==> config.mk <==
export PLATFORM = sky130hd
export DESIGN_NAME = multicycle_ctrl
export DESIGN_NICKNAME = d
export VERILOG_FILES = /design/src/rtl/riscv_ctrl_pkg.sv /design/src/rtl/mc_out_decode.sv /design/src/rtl/multicycle_ctrl.sv
export SDC_FILE = /design/constraint.sdc
export NUM_CORES = 1
export LEC_CHECK = 0
export ABC_CLOCK_PERIOD_IN_PS = 1600
export CORE_ASPECT_RATIO = 1.75
export CORE_MARGIN = 4
export CORE_UTILIZATION = 48
export CTS_CLUSTER_DIAMETER = 150
export DETAILED_ROUTE_END_ITERATION = 8
export PLACE_DENSITY_LB_ADDON = 0.3
export SLEW_MARGIN = 0
export SYNTH_ARGS = -nofsm -noshare
export SYNTH_HDL_FRONTEND = slang
export SYNTH_SLANG_ARGS = --single-unit
==> constraint.sdc <==
create_clock -name clk -period 1.6 [get_ports clk]
set_input_delay 0.32 -clock clk [delete_from_list [all_inputs] [get_ports clk]]
set_output_delay 0.32 -clock clk [all_outputs]
set_load 0.005 [all_outputs]
==> src/rtl/riscv_ctrl_pkg.sv <==
`default_nettype none
// ============================================================================
// Module : riscv_ctrl_pkg
// Brief  : Shared encodings for the multicycle RISC-V control unit.
// Rev    : 1.0 - initial release
// ============================================================================
package riscv_ctrl_pkg;

   typedef enum logic [2:0] {
      ST_IDLE   = 3'b000,
      ST_FETCH  = 3'b001,
      ST_DECODE = 3'b010,
      ST_EXEC   = 3'b011,
      ST_MEM    = 3'b100,
      ST_WB     = 3'b101,
      ST_TRAP   = 3'b111
   } state_t;

   typedef enum logic [3:0] {
      CLS_ILLEGAL, CLS_R, CLS_I, CLS_LOAD, CLS_STORE,
      CLS_BRANCH, CLS_LUI, CLS_AUIPC, CLS_JAL, CLS_JALR
   } opclass_t;

   localparam logic [6:0] c_op_r      = 7'b0110011;
   localparam logic [6:0] c_op_i      = 7'b0010011;
   localparam logic [6:0] c_op_load   = 7'b0000011;
   localparam logic [6:0] c_op_store  = 7'b0100011;
   localparam logic [6:0] c_op_branch = 7'b1100011;
   localparam logic [6:0] c_op_lui    = 7'b0110111;
   localparam logic [6:0] c_op_auipc  = 7'b0010111;
   localparam logic [6:0] c_op_jal    = 7'b1101111;
   localparam logic [6:0] c_op_jalr   = 7'b1100111;

   localparam logic [1:0] c_a_rs1   = 2'b00;
   localparam logic [1:0] c_a_pc    = 2'b01;
   localparam logic [1:0] c_a_zero  = 2'b10;
   localparam logic [1:0] c_b_rs2   = 2'b00;
   localparam logic [1:0] c_b_imm   = 2'b01;
   localparam logic [1:0] c_b_four  = 2'b10;

   localparam logic [1:0] c_alu_add = 2'b00;
   localparam logic [1:0] c_alu_br  = 2'b01;
   localparam logic [1:0] c_alu_r   = 2'b10;
   localparam logic [1:0] c_alu_i   = 2'b11;

   localparam logic [1:0] c_m2r_alu = 2'b00;
   localparam logic [1:0] c_m2r_mem = 2'b01;
   localparam logic [1:0] c_m2r_pc4 = 2'b10;

   localparam logic [1:0] c_fault_none    = 2'b00;
   localparam logic [1:0] c_fault_illegal = 2'b01;
   localparam logic [1:0] c_fault_timeout = 2'b10;

   typedef struct packed {
      logic       mem_req;
      logic       mem_we;
      logic       mem_addr_sel;
      logic       ir_write;
      logic       pc_write;
      logic       pc_src;
      logic [1:0] alu_src_a;
      logic [1:0] alu_src_b;
      logic [1:0] alu_op;
      logic       reg_write;
      logic [1:0] mem_to_reg;
      logic       instr_done;
   } ctrl_t;

   function automatic opclass_t op_class(input logic [6:0] op);
      opclass_t cls;
      case (op)
         c_op_r:      cls = CLS_R;
         c_op_i:      cls = CLS_I;
         c_op_load:   cls = CLS_LOAD;
         c_op_store:  cls = CLS_STORE;
         c_op_branch: cls = CLS_BRANCH;
         c_op_lui:    cls = CLS_LUI;
         c_op_auipc:  cls = CLS_AUIPC;
         c_op_jal:    cls = CLS_JAL;
         c_op_jalr:   cls = CLS_JALR;
         default:     cls = CLS_ILLEGAL;
      endcase
      return cls;
   endfunction

endpackage
`default_nettype wire

==> src/rtl/mc_out_decode.sv <==
`default_nettype none
// ============================================================================
// Module : mc_out_decode
// Brief  : Combinational state/opcode to datapath-control decode.
// Rev    : 1.0 - initial release
// ============================================================================
module mc_out_decode
   import riscv_ctrl_pkg::*;
(
   input  state_t     state,
   input  logic [6:0] opcode,
   input  logic       branch_taken,
   output ctrl_t      ctrl
);

   opclass_t w_cls;

   assign w_cls = op_class(opcode);

   // FETCH write strobes and MEM completion are qualified by mem_ready in the top
   always_comb begin
      ctrl = '0;
      case (state)
         ST_FETCH: begin
            ctrl.mem_req   = 1'b1;
            ctrl.alu_src_a = c_a_pc;
            ctrl.alu_src_b = c_b_four;
            ctrl.alu_op    = c_alu_add;
            ctrl.ir_write  = 1'b1;
            ctrl.pc_write  = 1'b1;
         end
         ST_DECODE: begin
            ctrl.alu_src_a = c_a_pc;
            ctrl.alu_src_b = c_b_imm;
         end
         ST_EXEC: begin
            case (w_cls)
               CLS_R: begin
                  ctrl.alu_src_a = c_a_rs1;
                  ctrl.alu_src_b = c_b_rs2;
                  ctrl.alu_op    = c_alu_r;
               end
               CLS_I: begin
                  ctrl.alu_src_a = c_a_rs1;
                  ctrl.alu_src_b = c_b_imm;
                  ctrl.alu_op    = c_alu_i;
               end
               CLS_LOAD, CLS_STORE: begin
                  ctrl.alu_src_a = c_a_rs1;
                  ctrl.alu_src_b = c_b_imm;
                  ctrl.alu_op    = c_alu_add;
               end
               CLS_LUI: begin
                  ctrl.alu_src_a = c_a_zero;
                  ctrl.alu_src_b = c_b_imm;
               end
               CLS_AUIPC: begin
                  ctrl.alu_src_a = c_a_pc;
                  ctrl.alu_src_b = c_b_imm;
               end
               CLS_BRANCH: begin
                  ctrl.alu_src_a  = c_a_rs1;
                  ctrl.alu_src_b  = c_b_rs2;
                  ctrl.alu_op     = c_alu_br;
                  ctrl.pc_write   = branch_taken;
                  ctrl.pc_src     = branch_taken;
                  ctrl.instr_done = 1'b1;
               end
               CLS_JAL: begin
                  ctrl.pc_src   = 1'b1;
                  ctrl.pc_write = 1'b1;
               end
               CLS_JALR: begin
                  ctrl.alu_src_a = c_a_rs1;
                  ctrl.alu_src_b = c_b_imm;
                  ctrl.pc_write  = 1'b1;
               end
               default: ctrl = '0;
            endcase
         end
         ST_MEM: begin
            ctrl.mem_req      = 1'b1;
            ctrl.mem_addr_sel = 1'b1;
            ctrl.mem_we       = (w_cls == CLS_STORE);
            ctrl.instr_done   = (w_cls == CLS_STORE);
         end
         ST_WB: begin
            ctrl.reg_write  = 1'b1;
            ctrl.instr_done = 1'b1;
            if (w_cls == CLS_LOAD)
               ctrl.mem_to_reg = c_m2r_mem;
            else if (w_cls == CLS_JAL || w_cls == CLS_JALR)
               ctrl.mem_to_reg = c_m2r_pc4;
            else
               ctrl.mem_to_reg = c_m2r_alu;
         end
         default: ctrl = '0;
      endcase
   end

endmodule
`default_nettype wire

==> src/rtl/multicycle_ctrl.sv <==
`default_nettype none
// ============================================================================
// Module : multicycle_ctrl
// Brief  : Multicycle RISC-V control FSM with memory-wait timeout and faults.
// Rev    : 1.0 - initial release
// ============================================================================
module multicycle_ctrl
   import riscv_ctrl_pkg::*;
#(
   parameter int MEM_TIMEOUT = 64
) (
   input  logic       clk,
   input  logic       rst,
   input  logic [6:0] opcode,
   input  logic       mem_ready,
   input  logic       branch_taken,
   output logic       mem_req,
   output logic       mem_we,
   output logic       mem_addr_sel,
   output logic       ir_write,
   output logic       pc_write,
   output logic       pc_src,
   output logic [1:0] alu_src_a,
   output logic [1:0] alu_src_b,
   output logic [1:0] alu_op,
   output logic       reg_write,
   output logic [1:0] mem_to_reg,
   output logic       instr_done,
   output logic [1:0] fault,
   output logic [2:0] state
);

   localparam int c_cnt_w = $clog2(MEM_TIMEOUT + 1);

   state_t             r_state;
   logic [6:0]         r_opcode;
   logic [1:0]         r_fault;
   logic [c_cnt_w-1:0] r_wait_cnt;
   ctrl_t              w_ctrl;
   logic               w_fetch;
   logic               w_mem;
   logic               w_wait;
   logic               w_timeout;
   opclass_t           w_dec_cls;
   opclass_t           w_lat_cls;

   mc_out_decode u_out_decode (
      .state        (r_state),
      .opcode       (r_opcode),
      .branch_taken (branch_taken),
      .ctrl         (w_ctrl)
   );

   assign w_fetch   = (r_state == ST_FETCH);
   assign w_mem     = (r_state == ST_MEM);
   assign w_wait    = w_ctrl.mem_req & ~mem_ready;
   // The wait that would be the MEM_TIMEOUT-th consecutive one leaves for TRAP
   assign w_timeout = w_wait && (r_wait_cnt == c_cnt_w'(MEM_TIMEOUT - 1));
   assign w_dec_cls = op_class(opcode);
   assign w_lat_cls = op_class(r_opcode);

   always_ff @(posedge clk or posedge rst) begin
      if (rst) begin
         r_state    <= ST_IDLE;
         r_opcode   <= '0;
         r_fault    <= c_fault_none;
         r_wait_cnt <= '0;
      end else begin
         if (w_wait && !w_timeout)
            r_wait_cnt <= r_wait_cnt + 1'b1;
         else
            r_wait_cnt <= '0;

         case (r_state)
            ST_IDLE: r_state <= ST_FETCH;
            ST_FETCH: begin
               if (mem_ready)
                  r_state <= ST_DECODE;
               else if (w_timeout) begin
                  r_state <= ST_TRAP;
                  r_fault <= c_fault_timeout;
               end
            end
            ST_DECODE: begin
               r_opcode <= opcode;
               if (w_dec_cls == CLS_ILLEGAL) begin
                  r_state <= ST_TRAP;
                  r_fault <= c_fault_illegal;
               end else
                  r_state <= ST_EXEC;
            end
            ST_EXEC: begin
               case (w_lat_cls)
                  CLS_LOAD, CLS_STORE: r_state <= ST_MEM;
                  CLS_BRANCH:          r_state <= ST_FETCH;
                  default:             r_state <= ST_WB;
               endcase
            end
            ST_MEM: begin
               if (mem_ready)
                  r_state <= (w_lat_cls == CLS_STORE) ? ST_FETCH : ST_WB;
               else if (w_timeout) begin
                  r_state <= ST_TRAP;
                  r_fault <= c_fault_timeout;
               end
            end
            ST_WB:   r_state <= ST_FETCH;
            ST_TRAP: r_state <= ST_TRAP;
            default: r_state <= ST_IDLE;
         endcase
      end
   end

   assign mem_req      = w_ctrl.mem_req;
   assign mem_we       = w_ctrl.mem_we;
   assign mem_addr_sel = w_ctrl.mem_addr_sel;
   assign ir_write     = w_ctrl.ir_write & mem_ready;
   assign pc_write     = w_ctrl.pc_write & (~w_fetch | mem_ready);
   assign pc_src       = w_ctrl.pc_src;
   assign alu_src_a    = w_ctrl.alu_src_a;
   assign alu_src_b    = w_ctrl.alu_src_b;
   assign alu_op       = w_ctrl.alu_op;
   assign reg_write    = w_ctrl.reg_write;
   assign mem_to_reg   = w_ctrl.mem_to_reg;
   assign instr_done   = w_ctrl.instr_done & (~w_mem | mem_ready);
   assign fault        = r_fault;
   assign state        = r_state;

endmodule
`default_nettype wire

# Word level (Yosys, flattened, before mapping)
# Cells that the tools add are included.
dict set report op_classes {
  n_addsub 1
  n_eq_ne 37
  mux 29
  n_bitwise 9
  n_reduce_logical 13
}
# op count
set op_table {}
lappend op_table {{4-bit one-hot mux with 9 select lines} 2}
lappend op_table {{7-bit by 6-bit equality test with 1-bit output, second input constant} 7}
lappend op_table {{7-bit equality test, second input constant} 6}
lappend op_table {{7-bit by 5-bit equality test with 1-bit output, second input constant} 4}
lappend op_table {{4-bit one-hot mux with 3 select lines} 2}
lappend op_table {{3-bit two-way mux} 6}
lappend op_table {{3-bit one-hot mux with 6 select lines} 1}
lappend op_table {{4-bit by 3-bit equality test with 1-bit output, second input constant} 4}
lappend op_table {{7-bit by 2-bit equality test with 1-bit output, second input constant} 2}
lappend op_table {{2-bit two-way mux} 7}
lappend op_table {{3-bit equality test, second input constant} 3}
lappend op_table {{4-bit by 2-bit equality test with 1-bit output, second input constant} 2}
lappend op_table {{4-bit equality test, second input constant} 2}
lappend op_table {{2-bit one-hot mux with 2 select lines} 2}
lappend op_table {{2-bit OR reduction} 4}
lappend op_table {{7-bit by 1-bit adder with 7-bit output, second input constant} 1}
lappend op_table {{7-bit two-way mux} 1}
lappend op_table {{3-bit by 2-bit equality test with 1-bit output, second input constant} 2}
lappend op_table {{2-bit one-hot mux with 3 select lines} 1}
lappend op_table {{3-bit one-hot mux with 2 select lines} 1}
lappend op_table {{1-bit bitwise AND} 4}
lappend op_table {{4-bit by 1-bit equality test with 1-bit output, second input constant} 1}
lappend op_table {{4-bit zero test} 1}
lappend op_table {{2-bit inequality test, second input constant} 2}
lappend op_table {{other kinds (14)} 21}
dict set report word_totals {
  regBits 19
  in_bits 11
  out_inout_bits 21
  word_cells 93
}

# Logic depth before layout (Yosys ltp)
dict set report depth {
  ltp_word 8
  ltp_mapped 6
  ltp_nobuf 5
}

# Hierarchy
# A second synthesis with hierarchy kept.
dict set report hier_totals {
  cells_unflattened 134
  hier_area_um2 1242.4
}
# module n_inst cells_each area_per_inst_um2 seq_area_each_um2
set modules_own_cells {}
lappend modules_own_cells {multicycle_ctrl 1 87 942.2 475.5}
lappend modules_own_cells {mc_out_decode 1 47 300.3 0.0}

# Worst setup path before layout
# OpenSTA, ideal clock, no wires.
dict set report synth_path {
  kind {reg-to-output}
  from {reg r_opcode[5]}
  to {out alu_op[1]}
  arrival_ps 1192
  required_time_ps 1280
  path_slack_ps 88
  path_stages_with_launch 5
  path_buffers 1
  cell_sequence {dfrtp_1 -> and3b_1 -> buf_6 -> and4_2 -> a211oi_1}
}
dict set report synth_between {
  elab_chain_len 5
  elab_cells_between_ends 15
  classes_between {12 x eq/ne; 3 x mux}
}
# element line_no
set synth_lines {}
lappend synth_lines {{start: declaration} multicycle_ctrl.sv:36} ;# logic [6:0] r_opcode;
lappend synth_lines {{start signal: assignment} multicycle_ctrl.sv:85} ;# r_opcode <= opcode;
lappend synth_lines {{7-bit equality test (tied with other cells)} riscv_ctrl_pkg.sv:71} ;# case (op)
lappend synth_lines {{4-bit one-hot mux with 9 select lines *} riscv_ctrl_pkg.sv:71}
lappend synth_lines {{4-bit by 3-bit equality test with 1-bit output (tied with other cells)} mc_out_decode.sv:37} ;# case (w_cls)
lappend synth_lines {{2-bit one-hot mux with 3 select lines *} mc_out_decode.sv:37}
lappend synth_lines {{2-bit two-way mux *} mc_out_decode.sv:23} ;# case (state)
lappend synth_lines {{end: declaration} multicycle_ctrl.sv:25} ;# output logic [1:0] alu_op,
# Every way passes the cells marked *; elsewhere a longest branch is shown, timed or not.

# Worst setup path in the final report
dict set report layout_path {
  from {reg r_opcode[3]}
  to {out pc_write}
}
dict set report layout_between {
  elab_chain_len 7
  elab_cells_between_ends 17
  classes_between {12 x eq/ne; 3 x mux; 1 x bitwise; 1 x reduce/logical}
}
# element line_no
set layout_lines {}
lappend layout_lines {{7-bit equality test (tied with other cells)} riscv_ctrl_pkg.sv:71}
lappend layout_lines {{4-bit one-hot mux with 9 select lines *} riscv_ctrl_pkg.sv:71}
lappend layout_lines {{4-bit equality test} mc_out_decode.sv:37}
lappend layout_lines {{2-bit OR reduction (no source line)} n/a}
lappend layout_lines {{1-bit one-hot mux with 2 select lines *} mc_out_decode.sv:37}
lappend layout_lines {{2-bit one-hot mux with 2 select lines *} mc_out_decode.sv:23}
lappend layout_lines {{1-bit bitwise AND *} multicycle_ctrl.sv:118} ;# assign pc_write = w_ctrl.pc_write & (~w_fetch | mem_ready);
lappend layout_lines {{end: declaration} multicycle_ctrl.sv:21} ;# output logic pc_write,
# Marks and branches as above.

==> flow_summary.ini <==
[status]
status = finished with violations
violations = setup timing

[placement]
place_ws_ps = -438.7
gp_congestion = 1.004
hpwlAfterDp_mm = 2.608
io_buffer_count = 31

[sta]
finalClockSkew_ps = 2.249
max-slew-margin-rel_pct = 74.20
fin_ws_ps = -424.0
period_share_pct = 126.5
rsz0062_at_grt = yes
period_minus_slack_ps = 2024
fmax_mhz = 494.1
setup_violations = 22
max_slew.worst_pin.slew_ps = 385.8
hold_violations = 0
tns_ps = -4255
slew_violations = 0

[route]
viasPerCell = 6.254
first_pass_iters = 4
routed_wl_mm = 5.866
first_iter_violations = 60
drc = 0
ant_nets = 0
wl_per_cell_um = 24.04
via_count = 1526

[clock_network]
cts_inserted_buffers = 3
tritoncts = done
clockBufferDepth = 2
cts-hold-fix-buffers = 0
cts_root_buffer = clkbuf_8
clock_latency_ps = 260
cts.sinks = 19
cts_max_level = 1
clkTransAtPathRegs_ps = 80

[cells_and_area]
fill_cells = 80
drive_gt1_share_pct = 61.93
multi_input_area_um2 = 914.6
area_growth_pct = 87.04
regArea_um2 = 478.0
insertedDiodeCount = 0
nets = 231

[worst_setup_path]
crit_chain = nand3b_1 -> buf_6 -> nor2_4 -> nand3_2 -> a311oi_1 -> buf_2
critical_path_class = reg2out
path_delay_family = simple AND/OR/NAND/NOR gates
critPathMaxFanout = 3
critical_path_arrival_ps = 1700
critPathSlowestCell = dfrtp_1
startpoint_type = flip-flop
crit_path_end_kind = output pin
critPathBufInv = 2
cp_slowest_stage_delay_ps = 400
cp.required_ps = 1280

[synth]
synth-compound-area-share_pct = 15.51
ys_warn_count = 0
muxShareOfSynthArea_pct = 6.327
syn_inst = 132
avgSynthCellArea_um2 = 9.289
synth_edf_count = 0
syn-cell-area_um2 = 1226
async_flop_share_pct = 100.0
synthAdderAreaFrac_pct = 1.020
synth_fp_nets = 144
yosys-top-cells-area = dfrtp_1 (39%), mux2_2 (5.5%), nor2_1 (4.9%)
synth_top_area_cell = dfrtp_1
post-synth-top-count-cell = dfrtp_1
synth_xor_area_share_pct = 3.571
synth_simple_gate_area_share_pct = 28.27
yosysSeqAreaShare_pct = 38.78
ys_ff_latch = 19
ys.flop_type = dfrtp_1
synth_top_family_by_area = simple AND/OR/NAND/NOR gates
yosys.area.top_type_share_pct = 38.78
synthTopCellsByCount = dfrtp_1 (19), nor2_1 (16), nand2_1 (9)
synth.distinct_cells = 48

[grt]
grt_antenna_before_repair = 0
grt.total_usage_pct = 29.15
use_met1_pct = 31.36
busiest_layer = met2
grt-ovfl-total = 0
grt_max_degree = 20
grt_pass1_vias = 1449
grt_util_met2_pct = 52.76
grt_first_pass_wirelength_mm = 7.155
met3_usage_pct = 5.024

[pwr]
leakage_nw = 1.051
ir_drop_v = 0.001351
p_per_area_nw_per_um2 = 1826

[die]
rows = 24
dieArea_um2 = 3459
ios = 32
start_util_pct = 49.80
die_w_um = 46.21
core-area_um2 = 2462
die_y_um = 74.86

[run]
max_cap_violations = 0

[min_path]
min_path_type = in2async
[metrics by stage]
stage / cell area, µm² / std cells / util (%) / hold WS (ps) / total power [mW]
finish: 2293 / 244 / 93.14 / 436.0 / 4.187
global route: 2293 / 244 / 93.14 / 440.8 / 4.313
CTS: 2064 / 235 / 83.84 / 390.4 / 3.398
detailed placement: 1759 / 215 / 71.44 / 447.7 / 2.507
global placement: 1759 / 215 / 71.44 / 438.5 / 2.452
floorplan: 1226 / 132 / - / 271.1 / 1.575
[final timing paths]
check | startpoint | to | slack (ps) | depth (start not counted)
hold reg to reg | r_wait_cnt[0] | r_wait_cnt[0] | 480 | 1
setup reg to reg | r_opcode[4] | state[2] | -270 | 7
setup / recovery | r_opcode[3] | pc_write | -420 | 6
min in group clk | r_wait_cnt[0] | r_wait_cnt[0] | 480 | 1
hold / removal | rst | r_wait_cnt[2] | 440 | 3
max in group asynchronous | rst | r_opcode[2] | 940 | 3
[power by group]
group / total [mW] / internal (mW) / leakage [nW] / switching (mW)
sequential: 0.793 / 0.641 / 0.237 / 0.153
combinational: 3.05 / 1.60 / 0.789 / 1.45
clock: 0.345 / 0.173 / 0.0255 / 0.172
[area by class of cell]
type                    count  area share [%]
well taps                  26           1.418
multi-input cells         100           39.88
repair buffers             89           34.59
flip-flops and latches     19           20.84
clock inverters             1          0.2182
inverters                   6           1.255
clock buffers               3           1.800
[layout by cell type (no fill, tap or decap), drive strengths merged, types with 2 or more instances in the layout]
cell type,instances
buf,73
dfrtp,19
nor2,16
clkdlybuf4s50,12
nand2,9
o21ai,8
mux2,6
a21oi,6
inv,5
nand3,5
nand2b,5
clkbuf,4
nor3,4
nor2b,4
nand3b,3
and3,3
xnor2,3
and2,3
and3b,2
xor2,2
dlygate4sd2,2
a41oi,2
[flip-flops by register name, summed over array words and instances, names as in the netlist]
register    flops
state           3
r_wait_cnt      7
r_opcode        7
fault           2
[tightest hold or removal path: stages]
cell             delay [ps]
clkdlybuf4s50_1         410
inv_1                    80
buf_4                   270
[cells by family (layout without fill, tap and decap cells)]
family,Yosys count,in the layout
fa+ha+maj,1,1
xor+xnor,5,5
compound gates,28,28
buf+inv,13,99
flops,19,19
simple gates,59,59
mux,7,7
[timing repair]
action | 4_1_cts | 5_1_grt
endpoints found under the setup margin | 27 | 25
resized for setup | 120 | 42
pin swaps | 22 | 18
buffers inserted | 18 | 12
[metal layers]
| layer | up-vias | part of all wire [%] |
|---|---|---|
| li1 | 641 | - |
| met1 | 737 | 32 |
| met2 | 111 | 56 |
| met4 | 0 | 6.4 |
| met5 | - | 0 |
| met3 | 37 | 6.0 |
Note: power is estimated with default switching activity, not from simulation.
